File: src/rtl/tm1638_responder.sv
// TM1638 device-side responder for the LED&KEY three-wire link.
// Decodes command/address/data bytes into display RAM and shifts key-scan data back on reads.
module tm1638_responder #(
   parameter int SYNC_STAGES = 2
) (
   input  logic         clk,
   input  logic         rst_n,
   input  logic         lk_clk,
   input  logic         lk_stb,
   input  logic         lk_dio_in,
   output logic         lk_dio_out,
   output logic         lk_dio_oe,
   input  logic [31:0]  keys,
   output logic [127:0] disp_ram,
   output logic         disp_on,
   output logic [2:0]   brightness,
   output logic         frame_done
);

   typedef enum logic [2:0] {
      S_IDLE,
      S_CMD,
      S_WDATA,
      S_RDATA,
      S_IGNORE
   } state_t;

   logic [SYNC_STAGES-1:0] clk_sync_q, clk_sync_d;
   logic [SYNC_STAGES-1:0] stb_sync_q, stb_sync_d;
   logic [SYNC_STAGES-1:0] dio_sync_q, dio_sync_d;
   logic                   clk_prev_q, clk_prev_d;
   logic                   stb_prev_q, stb_prev_d;

   state_t           state_q, state_d;
   logic [2:0]       bit_cnt_q, bit_cnt_d;
   logic [7:0]       shift_q, shift_d;
   logic [3:0]       addr_q, addr_d;
   logic             fixed_q, fixed_d;
   logic [15:0][7:0] ram_q, ram_d;
   logic             disp_on_q, disp_on_d;
   logic [2:0]       bright_q, bright_d;
   logic             dio_out_q, dio_out_d;
   logic             dio_oe_q, dio_oe_d;
   logic             frame_done_q, frame_done_d;
   logic             got_byte_q, got_byte_d;
   logic [31:0]      snap_q, snap_d;
   logic [5:0]       rd_idx_q, rd_idx_d;

   logic       clk_rise, clk_fall, stb_rise, stb_fall, dio_bit;
   logic [7:0] byte_next;

   always_comb begin
      clk_sync_d = {clk_sync_q[SYNC_STAGES-2:0], lk_clk};
      stb_sync_d = {stb_sync_q[SYNC_STAGES-2:0], lk_stb};
      dio_sync_d = {dio_sync_q[SYNC_STAGES-2:0], lk_dio_in};
      clk_prev_d = clk_sync_q[SYNC_STAGES-1];
      stb_prev_d = stb_sync_q[SYNC_STAGES-1];
   end

   // NOTE: synchronizers are left unreset so that releasing rst_n mid-frame cannot fabricate a strobe edge.
   always_ff @(posedge clk) begin
      clk_sync_q <= clk_sync_d;
      stb_sync_q <= stb_sync_d;
      dio_sync_q <= dio_sync_d;
      clk_prev_q <= clk_prev_d;
      stb_prev_q <= stb_prev_d;
   end

   assign clk_rise = clk_sync_q[SYNC_STAGES-1] & ~clk_prev_q;
   assign clk_fall = ~clk_sync_q[SYNC_STAGES-1] & clk_prev_q;
   assign stb_rise = stb_sync_q[SYNC_STAGES-1] & ~stb_prev_q;
   assign stb_fall = ~stb_sync_q[SYNC_STAGES-1] & stb_prev_q;
   assign dio_bit  = dio_sync_q[SYNC_STAGES-1];

   always_comb begin
      state_d      = state_q;
      bit_cnt_d    = bit_cnt_q;
      shift_d      = shift_q;
      addr_d       = addr_q;
      fixed_d      = fixed_q;
      ram_d        = ram_q;
      disp_on_d    = disp_on_q;
      bright_d     = bright_q;
      dio_out_d    = dio_out_q;
      dio_oe_d     = dio_oe_q;
      frame_done_d = 1'b0;
      got_byte_d   = got_byte_q;
      snap_d       = snap_q;
      rd_idx_d     = rd_idx_q;
      byte_next    = {dio_bit, shift_q[7:1]};

      // Strobe release ends the frame from any state and masks a coincident clock edge.
      if (stb_rise) begin
         state_d      = S_IDLE;
         dio_oe_d     = 1'b0;
         frame_done_d = got_byte_q;
         got_byte_d   = 1'b0;
         bit_cnt_d    = 3'd0;
      end else begin
         unique case (state_q)
            S_IDLE: begin
               if (stb_fall) begin
                  state_d    = S_CMD;
                  bit_cnt_d  = 3'd0;
                  got_byte_d = 1'b0;
               end
            end
            S_CMD: begin
               if (clk_rise) begin
                  shift_d   = byte_next;
                  bit_cnt_d = bit_cnt_q + 3'd1;
                  if (bit_cnt_q == 3'd7) begin
                     got_byte_d = 1'b1;
                     case (byte_next[7:6])
                        2'b01: begin
                           fixed_d = byte_next[2];
                           if (byte_next[1]) begin
                              snap_d   = keys;
                              rd_idx_d = 6'd0;
                              state_d  = S_RDATA;
                           end else begin
                              state_d = S_IGNORE;
                           end
                        end
                        2'b10: begin
                           disp_on_d = byte_next[3];
                           bright_d  = byte_next[2:0];
                           state_d   = S_IGNORE;
                        end
                        2'b11: begin
                           addr_d  = byte_next[3:0];
                           state_d = S_WDATA;
                        end
                        default: state_d = S_IGNORE;
                     endcase
                  end
               end
            end
            S_WDATA: begin
               if (clk_rise) begin
                  shift_d   = byte_next;
                  bit_cnt_d = bit_cnt_q + 3'd1;
                  if (bit_cnt_q == 3'd7) begin
                     got_byte_d     = 1'b1;
                     ram_d[addr_q]  = byte_next;
                     if (!fixed_q) begin
                        addr_d = addr_q + 4'd1;
                     end
                  end
               end
            end
            S_RDATA: begin
               if (clk_fall) begin
                  if (rd_idx_q < 6'd32) begin
                     dio_out_d = snap_q[rd_idx_q[4:0]];
                     dio_oe_d  = 1'b1;
                     rd_idx_d  = rd_idx_q + 6'd1;
                  end else begin
                     dio_oe_d = 1'b0;
                  end
               end
            end
            default: ;
         endcase
      end
   end

   always_ff @(posedge clk) begin
      if (!rst_n) begin
         state_q      <= S_IDLE;
         bit_cnt_q    <= 3'd0;
         shift_q      <= 8'd0;
         addr_q       <= 4'd0;
         fixed_q      <= 1'b0;
         ram_q        <= '0;
         disp_on_q    <= 1'b0;
         bright_q     <= 3'd0;
         dio_out_q    <= 1'b0;
         dio_oe_q     <= 1'b0;
         frame_done_q <= 1'b0;
         got_byte_q   <= 1'b0;
         snap_q       <= 32'd0;
         rd_idx_q     <= 6'd0;
      end else begin
         state_q      <= state_d;
         bit_cnt_q    <= bit_cnt_d;
         shift_q      <= shift_d;
         addr_q       <= addr_d;
         fixed_q      <= fixed_d;
         ram_q        <= ram_d;
         disp_on_q    <= disp_on_d;
         bright_q     <= bright_d;
         dio_out_q    <= dio_out_d;
         dio_oe_q     <= dio_oe_d;
         frame_done_q <= frame_done_d;
         got_byte_q   <= got_byte_d;
         snap_q       <= snap_d;
         rd_idx_q     <= rd_idx_d;
      end
   end

   assign disp_ram   = ram_q;
   assign disp_on    = disp_on_q;
   assign brightness = bright_q;
   assign lk_dio_out = dio_out_q;
   assign lk_dio_oe  = dio_oe_q;
   assign frame_done = frame_done_q;

endmodule

File: config.mk
export PLATFORM = sky130hd
export DESIGN_NAME = tm1638_responder
export DESIGN_NICKNAME = d
export VERILOG_FILES = /design/src/rtl/tm1638_responder.sv
export SDC_FILE = /design/constraint.sdc
export NUM_CORES = 1
export LEC_CHECK = 0
export ABC_AREA = 1
export BUFFER_PORTS_ARGS = -buffer_cell sky130_fd_sc_hd__buf_2
export CORE_ASPECT_RATIO = 2
export CORE_MARGIN = 5
export CORE_UTILIZATION = 50
export DETAILED_ROUTE_END_ITERATION = 8
export GPL_TIMING_DRIVEN = 0
export PLACE_DENSITY = 0.76
export SLEW_MARGIN = 20
export SYNTH_ARGS = -nofsm -noshare
export SYNTH_HDL_FRONTEND = slang
export SYNTH_SLANG_ARGS = --single-unit
File: constraint.sdc
create_clock -name clk -period 2.3 [get_ports clk]
set_input_delay 0.23 -clock clk [delete_from_list [all_inputs] [get_ports clk]]
set_output_delay 0.23 -clock clk [all_outputs]
set_load 0.02 [all_outputs]
==> flow_metrics.env <==
export IMPL_nets=1262
export IMPL_syn_avg_cell_area_sq_um=7.698
export IMPL_final_util_pct=61.55
export IMPL_min_delay_start="keys[20]"
export IMPL_drive_gt1_share_pct=20.31
export IMPL_detail_route_first_pass_iterations=5
export IMPL_min_period_over_period_pct=85.81
export IMPL_skew_ps=12.69
export IMPL_clk_pin_slew_ps=70
export IMPL_grt_pass1_wl_um=34290
export IMPL_r2r_slack_ps=330
export IMPL_leakage_nw=3.974
export IMPL_finalHoldViolCount=0
export IMPL_num_io_pins=172
export IMPL_grt_pass1_vias=7035
export IMPL_syn_area_sq_um=7890
export IMPL_maxCapViolCount=0
export IMPL_die_w_um=98.83
export IMPL_hold_depth=3
export IMPL_multi_input_area_sq_um=2994
export IMPL_numCtsBuffers=17
export IMPL_crit_type="register to register"
export IMPL_grt_usage_pct=22.85
export IMPL_grt_max_degree=19
export IMPL_r2r_start="bit_cnt_q[0]"
export IMPL_die_h_um=187.7
export IMPL_yosysSeqAreaShare_pct=50.75
export IMPL_start_util_pct=50.53
export IMPL_drt_initial_drc_count=299
export IMPL_drt_antenna_violating_nets=0
export IMPL_portBuffers=171
export IMPL_dp_cells=1397
export IMPL_slew_headroom_pct=48.25
export IMPL_routedWlPerCell_um=15.06
export IMPL_powerDensity_nw_per_um2=693.3
export IMPL_synth_top_area_share_pct=50.75
export IMPL_gp_congestion=0.8765
export IMPL_core_area_sq_um=15620
export IMPL_cts_sinks=200
export IMPL_synth_seq_cells=200
export IMPL_area_growth_syn_to_layout_pct=21.80
export IMPL_reg2reg_to="disp_ram[63]"
export IMPL_overflow=0
export IMPL_synth_cell_types=29
export IMPL_yosysWarnings=0
export IMPL_drc_errors=0
export IMPL_syn_num_nets=1069
export IMPL_hold_ws_ps=75.88
export IMPL_min_path_type="input port to register"
export IMPL_max_freq_ghz=0.5067
export IMPL_arrival_ps=2330
export IMPL_rsz0062_at_grt="no"
export IMPL_clock_latency_ps=440
export IMPL_cp_required_ps=2660
export IMPL_die_area_sq_um=18540
export IMPL_cts_htree_levels=4
export IMPL_place_hpwl_um=15590
export IMPL_ir_drop_uv=591.8
export IMPL_final_cell_mix="dfxtp_1, buf_2, a21oi_1"
export IMPL_drv_slew=0
export IMPL_row_count=65
export IMPL_cts_tree="built"
export IMPL_final_common_cell="dfxtp_1"
export IMPL_p_total_mw=6.663
export IMPL_holdPathEnd="snap_q[20]"
export IMPL_vias=7398
export IMPL_layout_cells_non_filler=1432
export IMPL_vias_per_cell=5.166
export IMPL_cts_setup_buffers=0
export IMPL_worstPathMaxFanout=10
export IMPL_n_antenna_cell=0
export IMPL_post_route_min_period_ps=1974
export IMPL_antenna_found_initial=0
export IMPL_drt_wl_total_um=21570
export IMPL_ctsResizeCount=0
export IMPL_synthesis_instances=1025
export IMPL_status="finished, final reports clean"
export IMPL_tightest_slew_ps=776.3
export IMPL_cp_start_kind="register"
export IMPL_cts_root_buf="clkbuf_16"
export IMPL_n_fill_cell=1452
export IMPL_ff2ff_path_depth=12
export IMPL_yosys_top_cells_area="dfxtp_1, a21oi_1, o21ai_0, inv_1, nand2_1"
export IMPL_worstSetupEndpointType="register"
export IMPL_setup_viol=0
export IMPL_synth_area_leader_cell="dfxtp_1"
export IMPL_cts_max_path_buffers=2
export IMPL_regArea_sq_um=4004
export IMPL_tns_ps=0
## critical path: stages, from the launching register on
cell      delay [ps]
dfxtp_1          320
ha_1             190
ha_1             190
inv_1             50
nor2_1            40
nand2_2          100
clkinv_2         100
nand2_4          110
nor2_2            60
nand2_1          200
buf_2            260
o21ai_1           90
a21oi_1          170
## cell families after synthesis
family / after synthesis / synth area share [%]
buf+inv: 215 / 11.31
flops: 200 / 50.75
simple gates: 272 / 15.57
fa+ha+maj: 7 / 1.110
xor+xnor: 3 / 0.3331
compound gates: 328 / 20.93
## worst max-delay path by stage
stage               depth (start not counted)          from            end  slack (ps)
finish                                     12  bit_cnt_q[0]   disp_ram[63]         330
global route                               13  bit_cnt_q[0]   disp_ram[22]         190
CTS                                        12  bit_cnt_q[0]  disp_ram[103]         330
detailed placement                         13  bit_cnt_q[0]    disp_ram[5]         350
global placement                           13  bit_cnt_q[0]    disp_ram[5]         380
floorplan                                  13  bit_cnt_q[0]    disp_ram[5]         600
## metrics by stage
stage / setup slack, ps / cell area (sq um)
finish: 326.4 / 9610
global route: 190.2 / 9610
CTS: 326.1 / 9610
detailed placement: 350.4 / 8997
global placement: 380.5 / 8997
floorplan: 597.4 / 7890
## synth_stat cells, drive strengths merged
library cell,instances
dfxtp,200
a21oi,184
inv,147
nand2,140
o21ai,140
nand3,76
nor2,43
clkbuf,42
buf,25
ha,7
nor3,7
nand3b,3
xor2,3
a211oi,2
nor3b,2
clkinv,1
nand4,1
o211ai,1
o21a,1
## power by group
| part | switching, mW | internal (mW) |
|---|---|---|
| clock | 1.38 | 1.58 |
| combinational | 0.148 | 0.0691 |
| sequential | 0.00746 | 3.47 |
| total | 1.54 | 5.13 |
## state kept, by name, summed over array words and instances, names as in the netlist
signal	flops
disp_ram	128
snap_q	32
shift_q	7
rd_idx_q	6
addr_q	4
bit_cnt_q	3
brightness	3
state_q	3
clk_sync_q	2
dio_sync_q	2
stb_sync_q	2
clk_prev_q	1
disp_on	1
fixed_q	1
frame_done	1
got_byte_q	1
lk_dio_oe	1
lk_dio_out	1
stb_prev_q	1
## final cells by class
| cell class | count | area share (%) |
|---|---|---|
| Clock buffer | 19 | 4.713 |
| Clock inverter | 13 | 1.354 |
| Tap cell | 201 | 2.617 |
| Sequential cell | 200 | 41.66 |
| Timing Repair Buffer | 174 | 9.218 |
| Multi-Input combinational cell | 610 | 31.15 |
| Buffer | 67 | 3.489 |
| Inverter | 148 | 5.794 |
## timing repair
item,CTS,global route
hold buffers,3,0
setup endpoints to repair,0,0
hold endpoints to repair,3,0
## layer usage
layer | routed length [um] | track usage [%] | vias to the layer above | part of all wire [%]
li1 | - | - | 3720 | -
met2 | 10480 | 38.24 | 263 | 49
met1 | 8867 | 27.64 | 3362 | 41
met5 | 0 | 0 | - | 0
met3 | 1469 | 4.691 | 53 | 6.8
met4 | 754 | 10.94 | 0 | 3.5
(Power assumes the default switching activity.)
